==> src/rtl/cpsr_flag_unit_pkg.sv <==
// Shared encodings for the condition-code producer: op_class values and
// bit positions of the {Z,C,N,V} flag bus.
package cpsr_flag_unit_pkg;

    typedef enum logic [1:0] {
        OPC_LOGIC = 2'b00,
        OPC_ARITH = 2'b01,
        OPC_CMP   = 2'b10,
        OPC_NONE  = 2'b11
    } opc_e;

    localparam int FLG_Z = 3;
    localparam int FLG_C = 2;
    localparam int FLG_N = 1;
    localparam int FLG_V = 0;

endpackage

==> src/rtl/cpsr_flag_unit_calc.sv <==
// Combinational N/Z/C/V generator from ALU/shifter outputs; logical ops keep
// the incoming V and take C from the shifter.
module cpsr_flag_calc
    import cpsr_flag_unit_pkg::*;
#(
    parameter int DATA_W = 32
) (
    input  logic [1:0]               op_class,
    input  logic signed [DATA_W-1:0] alu_result,
    input  logic                     alu_cout,
    input  logic                     alu_ovf,
    input  logic                     shifter_cout,
    input  logic                     cur_v,
    output logic [3:0]               flags
);

    always_comb begin
        flags        = '0;
        flags[FLG_N] = alu_result[DATA_W-1];
        flags[FLG_Z] = (alu_result == '0);
        if (op_class == OPC_LOGIC) begin
            flags[FLG_C] = shifter_cout;
            flags[FLG_V] = cur_v;
        end else begin
            flags[FLG_C] = alu_cout;
            flags[FLG_V] = alu_ovf;
        end
    end

endmodule

==> src/rtl/cpsr_flag_unit.sv <==
// Condition-code producer: pending flag stage feeding the architectural
// flag register, with masked MSR writes and flush. Option: CPSR_FLAG_BYPASS_EN.
module cpsr_flag_unit
    import cpsr_flag_unit_pkg::*;
#(
    parameter int DATA_W = 32,
    parameter int CNT_W  = 8
) (
    input  logic              clk,
    input  logic              reset_n,
    input  logic              alu_valid,
    input  logic              s_bit,
    input  logic [1:0]        op_class,
    input  logic [DATA_W-1:0] alu_result,
    input  logic              alu_cout,
    input  logic              alu_ovf,
    input  logic              shifter_cout,
    input  logic              msr_valid,
    input  logic [3:0]        msr_mask,
    input  logic [3:0]        msr_data,
    input  logic              flush,
    output logic [3:0]        flags_out,
    output logic              flags_pending,
    output logic [CNT_W-1:0]  update_count
);

    function automatic logic [CNT_W-1:0] sat_inc(input logic [CNT_W-1:0] c);
        return (&c) ? c : c + 1'b1;
    endfunction

    logic             vld_p0;
    logic [3:0]       flags_p0;
    logic [3:0]       flags_p1;
    logic [CNT_W-1:0] cnt_p1;
    logic             capture;
    logic             commit;
    logic [3:0]       arch_nxt;
    logic [3:0]       calc_flags;

    always_comb begin
        capture  = alu_valid & s_bit & (op_class != OPC_NONE) & ~flush;
        commit   = vld_p0 & ~flush;
        arch_nxt = commit ? flags_p0 : flags_p1;
        if (msr_valid) begin
            arch_nxt = (arch_nxt & ~msr_mask) | (msr_data & msr_mask);
        end
    end

    // Logical ops retain V as it will stand once the older entry/MSR lands,
    // so back-to-back captures never resurrect a stale V.
    cpsr_flag_calc #(
        .DATA_W (DATA_W)
    ) u_calc (
        .op_class     (op_class),
        .alu_result   (alu_result),
        .alu_cout     (alu_cout),
        .alu_ovf      (alu_ovf),
        .shifter_cout (shifter_cout),
        .cur_v        (arch_nxt[FLG_V]),
        .flags        (calc_flags)
    );

    // p0: pending stage -> p1: architectural flags and commit counter
    always_ff @(posedge clk or negedge reset_n) begin
        if (!reset_n) begin
            vld_p0   <= 1'b0;
            flags_p0 <= '0;
            flags_p1 <= '0;
            cnt_p1   <= '0;
        end else begin
            vld_p0   <= capture;
            if (capture) begin
                flags_p0 <= calc_flags;
            end
            flags_p1 <= arch_nxt;
            if (commit) begin
                cnt_p1 <= sat_inc(cnt_p1);
            end
        end
    end

`ifdef CPSR_FLAG_BYPASS_EN
    assign flags_out = arch_nxt;
`else
    assign flags_out = flags_p1;
`endif
    assign flags_pending = vld_p0;
    assign update_count  = cnt_p1;

endmodule

==> config.mk <==
export PLATFORM = sky130hd
export DESIGN_NAME = cpsr_flag_unit
export DESIGN_NICKNAME = d
export VERILOG_FILES = /design/src/rtl/cpsr_flag_unit_pkg.sv /design/src/rtl/cpsr_flag_unit_calc.sv /design/src/rtl/cpsr_flag_unit.sv
export SDC_FILE = /design/constraint.sdc
export NUM_CORES = 1
export LEC_CHECK = 0
export CAP_MARGIN = 0
export CORE_MARGIN = 10
export CORE_UTILIZATION = 34
export DETAILED_ROUTE_END_ITERATION = 10
export PLACE_DENSITY = 0.84
export SLEW_MARGIN = 20
export SYNTH_ARGS = -nofsm -noshare
export SYNTH_HDL_FRONTEND = slang
export SYNTH_SLANG_ARGS = --single-unit
export TNS_END_PERCENT = 30
==> constraint.sdc <==
create_clock -name clk -period 1.8 [get_ports clk]
set_input_delay 0.18 -clock clk [delete_from_list [all_inputs] [get_ports clk]]
set_output_delay 0.18 -clock clk [all_outputs]
set_load 0.05 [all_outputs]
==> flow_summary_export.csv <==
group,metric,value,unit
synthesis,syn_nets,145,
synthesis,syn_inst,93,
power_and_ir_drop,p_seq_share,38.9,%
sta,finalCritPeriodShare,97.3,%
clock_network,clk_pin_slew_worst_paths,0.11,ns
clock_network,cts_sinks,17,
synthesis,yosys_register_bits,17,
sta,setup_viol,0,
synthesis,synthDistinctLibCells,27,
drt,wl_per_cell,17.5,um
global_route,grt_pass1_vias,1109,
layout,n_antenna_cell,0,
die,rows,18,
drt,drc,0,
synthesis,syn-cell-area,895,um^2
synthesis,synth_common_cells,"17 x dfrtp_1, 17 x nand2_1, 9 x nor2_1, 8 x nor4_1, 6 x nand3_1",
power_and_ir_drop,ir_drop,0.714,mV
setup_path,critical_path_class,"flip-flop to output pin",
synthesis,synth_top_area_share,47.6,%
setup_path,end_kind,"output pin",
layout,synthToLayoutAreaGrowth,80.7,%
global_route,grt_pass1_wl,5280,um
clock_network,cts_buffers,3,
setup_path,critPathMaxFanout,4,
global_route,grt_max_degree,18,
synthesis,synth_enable_flop_cells,0,
die,die_x,71.3,um
drt,viasPerCell,5.17,
sta,slew_headroom,65.2,%
sta,report.final.slew_viol_count,0,
setup_path,path_cells,"clkdlybuf4s50_1",
synthesis,ys.flop_type,"dfrtp_1",
worst_hold_path,hold_path_class,"input port to asynchronous set/reset pin",
setup_path,worst-path-buf-inv,1,
sta,skew,0.0104,ns
clock_network,cts_tree,"yes",
sta,hold_violations,0,
die,die_h,71.3,um
die,floorplan.initialDensity,35.8,%
clock_network,cts_hold_buf,0,
sta,rsz0062_at_grt,"false",
global_route,grt-ovfl-total,0,
die,pin_count,64,
sta,post-route-min-period,1.75,ns
power_and_ir_drop,switching_power,0.000542,W
sta,setup_tns,0,ns
clock_network,clkLatencyLatePin,0.30,ns
job,drv_cap,0,
power_and_ir_drop,p_int,0.000801,W
setup_path,critPathSlowestCell,"clkdlybuf4s50_1",
synthesis,netlist_top_cells_area,"dfrtp_1 48%, nand2_1 7.1%, nor4_1 5.6%",
place,postPlaceCellArea,0.00158,mm^2
setup_path,cp_data_arrival_time,1.57,ns
synthesis,async_reset_ff_share,100,%
sta,worst_slew_pin_slew,0.520,ns
layout,drive_gt1_share,12.3,%
drt,vias,997,
synthesis,ys_seq_area_share,47.6,%
clock_network,cts-htree-levels,1,
synthesis,synth_largest_area_cell,"dfrtp_1",
die,die-area,0.00508,mm^2
synthesis,ys_warn_count,0,
place,dp_hpwl,2850,um
global_route,grt_usage,12.8,%
setup_path,path_delay_family,"buffers and inverters",
sta,fmaxAchievable,571,MHz
drt,drtAntennaViolNets,0,
clock_network,cts_buffer_depth,2,
drt,drt_iter0_drc,36,
place,gp_congestion,0.899,
clock_network,cts_root_buf,"clkbuf_4",
die,core-area,0.00250,mm^2
power_and_ir_drop,clock_power_share,16.4,%
layout,final_nets,216,
power_and_ir_drop,netSwitchingFraction,40.4,%
setup_path,cp.required,1.62,ns
layout,fillers,211,
outcome,status,"complete, no violations",
power_and_ir_drop,pwr-share-comb,44.7,%
global_route,antenna_found_initial,0,
power_and_ir_drop,p_leak,0.668,nW
synthesis,avgSynthCellArea,9.62,um^2
setup_path,slowest_delay,0.84,ns
drt,first_pass_iters,4,
layout,design_area,0.00162,mm^2
power_and_ir_drop,p_per_area,831,mW/mm^2
place,portBuffers,63,
setup_path,crit_path_start_kind,"flip-flop",
drt,finalWirelength,3370,um
==> cell families (layout without fill, tap and decap cells) <==
family / after synthesis / in the layout / share of synthesized area [%]
buffers and inverters: 4 / 74 / 1.68
AND/OR/NAND/NOR: 50 / 50 / 29.0
flip-flops: 17 / 17 / 47.6
AO/OA/AOI/OAI: 12 / 12 / 9.65
multiplexers: 6 / 6 / 7.83
XOR/XNOR: 3 / 3 / 2.94
adder cells (fa/ha/maj): 1 / 1 / 1.40
==> final cells by class <==
cell class / instances / area (um^2) / share of cell area, %
tap: 30 / 37.5 / 2.32
sequential: 17 / 425 / 26.3
multi-input combinational: 72 / 454 / 28.1
clock buffer: 3 / 22.5 / 1.39
timing repair buffer: 67 / 658 / 40.7
clock inverter: 1 / 7.51 / 0.464
inverter: 3 / 11.3 / 0.697
==> worst paths after layout <==
kind                                          endpoint                        start  slack [ns]  cells past startpoint
hold / removal             update_count[4]$_DFFE_PN0P_                      reset_n        0.19                      2
setup reg to reg           update_count[2]$_DFFE_PN0P_  update_count[1]$_DFFE_PN0P_        0.29                      5
min in group clk                flags_out[1]$_DFF_PN0_                  msr_mask[1]        0.45                      3
max in group asynchronous  update_count[0]$_DFFE_PN0P_                      reset_n        1.42                      2
setup / recovery                       update_count[1]  update_count[1]$_DFFE_PN0P_        0.05                      1
hold reg to reg                flags_p0[3]$_DFFE_PN0P_      flags_p0[3]$_DFFE_PN0P_        0.53                      1
==> per-layer routing <==
metal  vias to the layer above  part of all wire, %  track usage, %
li1                        481                    -               -
met1                       479                   37            12.2
met2                        31                   57            25.6
met3                         6                  3.7            2.07
met4                         0                  2.0            5.59
met5                         -                    0               0
==> power groups by stage <==
stage,logic [W],registers (W),clock network [W]
after floorplan,0.000134,0.000712,0
after global placement,0.000585,0.000525,0
after detailed placement,0.000603,0.000530,0
after CTS,0.000605,0.000523,0.000223
after global routing,0.000629,0.000536,0.000236
final,0.000600,0.000523,0.000220
==> through the flow <==
step	setup slack (ns)	utilization [%]	cells	total power, W	hold WS, ns
finish	0.0478	64.7	193	0.00134	0.193
global route	0.0129	64.7	193	0.00140	0.207
CTS	0.0324	64.5	193	0.00135	0.202
detailed placement	0.199	63.3	189	0.00113	0.505
global placement	0.261	63.3	189	0.00111	0.490
floorplan	0.0618	-	93	0.000846	-0.116
==> cell usage in the layout, fill, tap and decap left out, types with 4 or more instances in the layout <==
cell type        instances
a31oi_1                  4
buf_4                    7
clkdlybuf4s50_1         58
dfrtp_1                 17
mux2_2                   4
nand2_1                 17
nand3_1                  6
nand4_1                  5
nor2_1                   9
nor4_1                   8
==> state kept, by name, summed over array words and instances (netlist names) <==
name	flops
flags_out	4
flags_p0	4
flags_pending	1
update_count	8
==> timing repair <==
| item | CTS | global route |
|---|---|---|
| endpoints found under the setup margin | 0 | 2 |
| buffers inserted | 0 | 0 |
| resized for setup | 0 | 2 |
Power figures use the tool's default switching activity.
==> RTL change 1 (same settings) <==
The parameter `CNT_W` goes from 8 to 10.
--- a/src/rtl/cpsr_flag_unit.sv
+++ b/src/rtl/cpsr_flag_unit.sv
@@ -4,7 +4,7 @@
     import cpsr_flag_unit_pkg::*;
 #(
     parameter int DATA_W = 32,
-    parameter int CNT_W  = 8
+    parameter int CNT_W  = 10
 ) (
     input  logic              clk,
     input  logic              reset_n,
Interface: changed (resized update_count); port bits go from 64 to 66. No check against the original RTL was run, so the function may have changed too.
==> RTL change 1 against the original RTL <==
- synthesized area up 8.3%
- clock skew down 0.0089 ns
- largest power group is now sequential cells
- setup slack gained 0.041 ns
- clock power up 2%
- count of clock-buffer cells in the layout unchanged
- total power shrank 2.6%
- design area up 4.6%
- sequential cell count grew 2
- wire length rose by 3.4%
==> RTL change 1: results (changes against the original RTL) <==
metric,value,unit,change
status,"complete, no violations",,unchanged
slowest_delay,0.82,ns,was 0.84 ns
r2r_slack,0.20,ns,was 0.29 ns
routed_wl,3490,microns,was 3370 microns
crit_end,update_count[0],,was update_count[1]
yosys.area_share.xor_xnor,0.0724,,was 0.0294
met3_usage,0.0256,,was 0.0207
yosysWarnings,0,,unchanged
synth-compound-area-share,0.0853,,was 0.0965
finalCriticalPeriod,1.71,ns,was 1.75 ns
met2_length,2130,microns,was 1930 microns
ys_seq_area_frac,0.491,,was 0.476
first_iter_violations,54,,was 36
syn_avg_cell_area,9.78,sq um,was 9.62 sq um
leakage,0.730,nW,was 0.668 nW
wl_per_cell,17.3,microns,was 17.5 microns
syn_nets,151,,was 145
r2r_end,update_count[1],,was update_count[2]
use_met2,0.275,,was 0.256
worst_ir_drop_vdd,0.000864,V,was 0.000714 V
grt_start_max_net_pins,20,,was 18
synth_cell_types,26,,was 27
arrival,1.53,ns,was 1.57 ns
vias,1017,,was 997
wl_met1,1120,microns,was 1250 microns
drive_gt1_frac,0.124,,was 0.123
grt_pass1_vias,1133,,was 1109
nets,223,,was 216
grt_use_met1,0.121,,was 0.122
clk_pin_slew,0.12,ns,
skew,0.00159,ns,was 0.0104 ns
dpl_cell_area,1660,sq um,was 1580 sq um
synthAdderAreaFrac,0.0129,,was 0.0140
synth_commonest_cells,"19 x dfrtp_1, 18 x nand2_1, 12 x nor2_1, 10 x nor4_1, 6 x xor2_1",,"was 17 x dfrtp_1, 17 x nand2_1, 9 x nor2_1, 8 x nor4_1, 6 x nand3_1"
reg2reg_depth,4,,was 5
synthMuxAreaShare,0.0491,,was 0.0783
netlist_top_cells_area,"dfrtp_1 49%, nand2_1 7.0%, nor4_1 6.5%",,"was dfrtp_1 48%, nand2_1 7.1%, nor4_1 5.6%"
dpl_worst_slack,0.0959,ns,was 0.199 ns
largest_register_ffs,10,,was 8
grt_usage,0.133,,was 0.128
hpwl,3030,microns,was 2850 microns
r2r_start,update_count[0],,was update_count[1]
grt_pass1_wl,5590,microns,was 5280 microns
tightestPinTransition,0.521,ns,was 0.520 ns
met3_length,163,microns,was 125 microns
io_buffer_count,65,,was 63
dp_cells,197,,was 189
gp_congestion,0.730,,was 0.899
RTL change 1: worst min path at each step:
stage	startpoint	to	slack (ns)	cells after the start
after floorplan	reset_n	flags_out[0]	-0.12	0
final	reset_n	flags_out[0]	0.19	2
after detailed placement	update_count[9]	update_count[9]	0.49	1
after global placement	update_count[9]	update_count[9]	0.49	1
after CTS	reset_n	update_count[8]	0.20	2
after global routing	reset_n	flags_out[0]	0.21	2
RTL change 1: final cells by class:
cell class / count / area (sq um)
inverters: 1 / 3.75
multi-input cells: 78 / 482
well taps: 31 / 38.8
flip-flops and latches: 19 / 478
clock inverters: 1 / 5.00
clock buffers: 3 / 22.5
fillers: 228 / 1040
repair buffers: 68 / 661
RTL change 1: report_power, final:
part / switching (mW) / total [mW] / internal, mW
clock network: 0.141 / 0.224 / 0.0827
registers: 0.0609 / 0.553 / 0.492
logic: 0.290 / 0.532 / 0.242
RTL change 1: repair_timing:
action,CTS,global route
setup buffers,0,0
hold buffers,0,0
endpoints found under the setup margin,0,1
gates resized for setup,0,1
==> RTL change 2 (config.mk and constraints unchanged) <==
Without the edit above. Register the input `alu_result` before use. The logic sees it one clock later. The other inputs are not delayed to match.
--- a/src/rtl/cpsr_flag_unit.sv
+++ b/src/rtl/cpsr_flag_unit.sv
@@ -23,6 +23,12 @@
     output logic              flags_pending,
     output logic [CNT_W-1:0]  update_count
 );
+
+    logic [DATA_W-1:0] alu_result_q;
+
+    always_ff @(posedge clk) begin
+        alu_result_q <= alu_result;
+    end
 
     function automatic logic [CNT_W-1:0] sat_inc(input logic [CNT_W-1:0] c);
         return (&c) ? c : c + 1'b1;
@@ -52,7 +58,7 @@
         .DATA_W (DATA_W)
     ) u_calc (
         .op_class     (op_class),
-        .alu_result   (alu_result),
+        .alu_result   (alu_result_q),
         .alu_cout     (alu_cout),
         .alu_ovf      (alu_ovf),
         .shifter_cout (shifter_cout),
Behaviour: not the same (Yosys sat finds a counterexample within 4 cycles, from zero or initial values and one cycle with reset_n low).
==> RTL change 2 against the original RTL <==
- clock skew about the same
- sequential power increased by 140%
- synthesized area increased by 71%
- clock power increased to 2.9 times the old value
- count of clock-buffer cells in the layout increased by 4
- maximum frequency increased by 2.1%
- highest routed layer unchanged
- sequential cell count increased by 32
- total power increased by 80%
- setup slack improved by 0.037 ns
- register-to-register slack got worse by 0.02 ns
- die area increased by 49%
- design area increased by 44%
- wire length decreased by 0.80%
==> RTL change 2: results (changes against the original RTL) <==
metric,value,unit,change
status,"complete, no violations",,unchanged
netlist_top_cells_area,"dfxtp_1 42%, dfrtp_1 28%, xor2_1 3.4%",,"was dfrtp_1 48%, nand2_1 7.1%, nor4_1 5.6%"
r2r_slack,0.27,ns,was 0.29 ns
ctsRootBufferMaster,clkbuf_8,,was clkbuf_4
routed_wl,3350,microns,was 3370 microns
dpl_worst_slack,0.192,ns,was 0.199 ns
hold_class,in2async,,unchanged
largest_register_ffs,32,,was 8
ys_seq_area_frac,0.698,,was 0.476
drive_gt1_frac,0.106,,was 0.123
clock_path_buffers,2,,unchanged
maxSlewHeadroom,0.654,,was 0.652
slowest_delay,0.83,ns,
tns,0,ns,unchanged
grt_pass1_vias,1199,,was 1109
first_pass_iters,4,,unchanged
gp_congestion,0.764,,was 0.899
synth_cell_types,22,,was 27
critPathLaunch,update_count[6],,was update_count[1]
worst_ir_drop_vdd,0.000627,V,was 0.000714 V
leakage,1.03,nW,was 0.668 nW
cp_top_family,buffers and inverters,,unchanged
first_iter_violations,24,,was 36
cpMaxStageDelayCell,clkdlybuf4s50_1,,unchanged
clk_pin_slew,0.09,ns,was 0.11 ns
numCtsBuffers,5,,was 3
viasPerCell,4.51,,was 5.17
cts_max_level,2,,was 1
r2r_start,update_count[0],,was update_count[1]
critical_path_class,reg2out,,unchanged
fill_cells,395,,was 211
io_buffer_count,63,,unchanged
synth_commonest_cells,"32 x dfxtp_1, 17 x dfrtp_1, 10 x nor2_1, 9 x nand2_1, 8 x nor4_1",,"was 17 x dfrtp_1, 17 x nand2_1, 9 x nor2_1, 8 x nor4_1, 6 x nand3_1"
grt_start_max_net_pins,18,,unchanged
skew,0.0104,ns,about the same
reg2reg_depth,4,,was 5
r2r_end,update_count[1],,was update_count[2]
syn_nets,168,,was 145
grt_usage,0.0894,,was 0.128
async_flop_share,0.347,,was 1.00
cp_max_fo,4,,unchanged
antenna_found_initial,0,,unchanged
yosysWarnings,0,,unchanged
antenna_cells_inserted,0,,unchanged
grt_pass1_wl,5420,microns,was 5280 microns
postCtsSetupRepairBufs,0,,unchanged
nets,239,,was 216
largest_register,alu_result_q,,
clk_latency,0.29,ns,
RTL change 2: final cells by class:
type | instances | area share
clock buffers | 7 | 0.0372
clock inverters | 1 | 0.00270
inverters | 1 | 0.00162
multi-input cells | 65 | 0.192
flip-flops and latches | 49 | 0.460
well taps | 52 | 0.0280
repair buffers | 65 | 0.278
RTL change 2: cell families after synthesis:
logic type      after synthesis  share of synthesized area
flops                        49                      0.698
buf+inv                       2                    0.00983
xor+xnor                      7                     0.0402
mux                           8                     0.0549
fa+ha+maj                     1                    0.00820
simple gates                 39                      0.139
compound gates               10                     0.0492
RTL change 2: worst max path at each step:
| stage | to | slack (ns) | depth (start not counted) |
|---|---|---|---|
| after CTS | update_count[3] | 0.02 | 1 |
| after global routing | update_count[5] | 0.01 | 1 |
| final | update_count[6] | 0.08 | 1 |
| after global placement | update_count[1] | 0.26 | 4 |
| after floorplan | update_count[1] | 0.11 | 3 |
| after detailed placement | update_count[7] | 0.19 | 5 |
RTL change 2: through the flow:
stage	utilization	hold slack, ns	std cells	instance area, sq um
2_1_floorplan	-	-0.116	116	1530
3_3_place_gp	0.511	0.487	232	2220
3_5_place_dp	0.511	0.502	232	2220
4_1_cts	0.532	0.205	240	2320
5_1_grt	0.533	0.212	240	2320
6_report	0.533	0.203	240	2320
RTL change 2: power by group:
group	switching, mW	leakage, nW	internal [mW]
logic	0.276	0.495	0.232
registers	0.0681	0.483	1.19
clock network	0.331	0.0488	0.313
RTL change 2: what timing repair did:
item                                    4_1_cts  5_1_grt
resized for setup                             0        2
endpoints found under the setup margin        0        2
endpoints found under the hold margin         0        0
RTL change 2: layer usage:
layer | share of wire | vias up | wire [microns] | track usage
li1 | - | 545 | - | -
met1 | 0.43 | 484 | 1440 | 0.0944
met2 | 0.45 | 52 | 1510 | 0.147
met3 | 0.12 | 2 | 389 | 0.0524
met4 | 0.0024 | 0 | 8 | 0.0265
met5 | 0 | - | 0 | 0
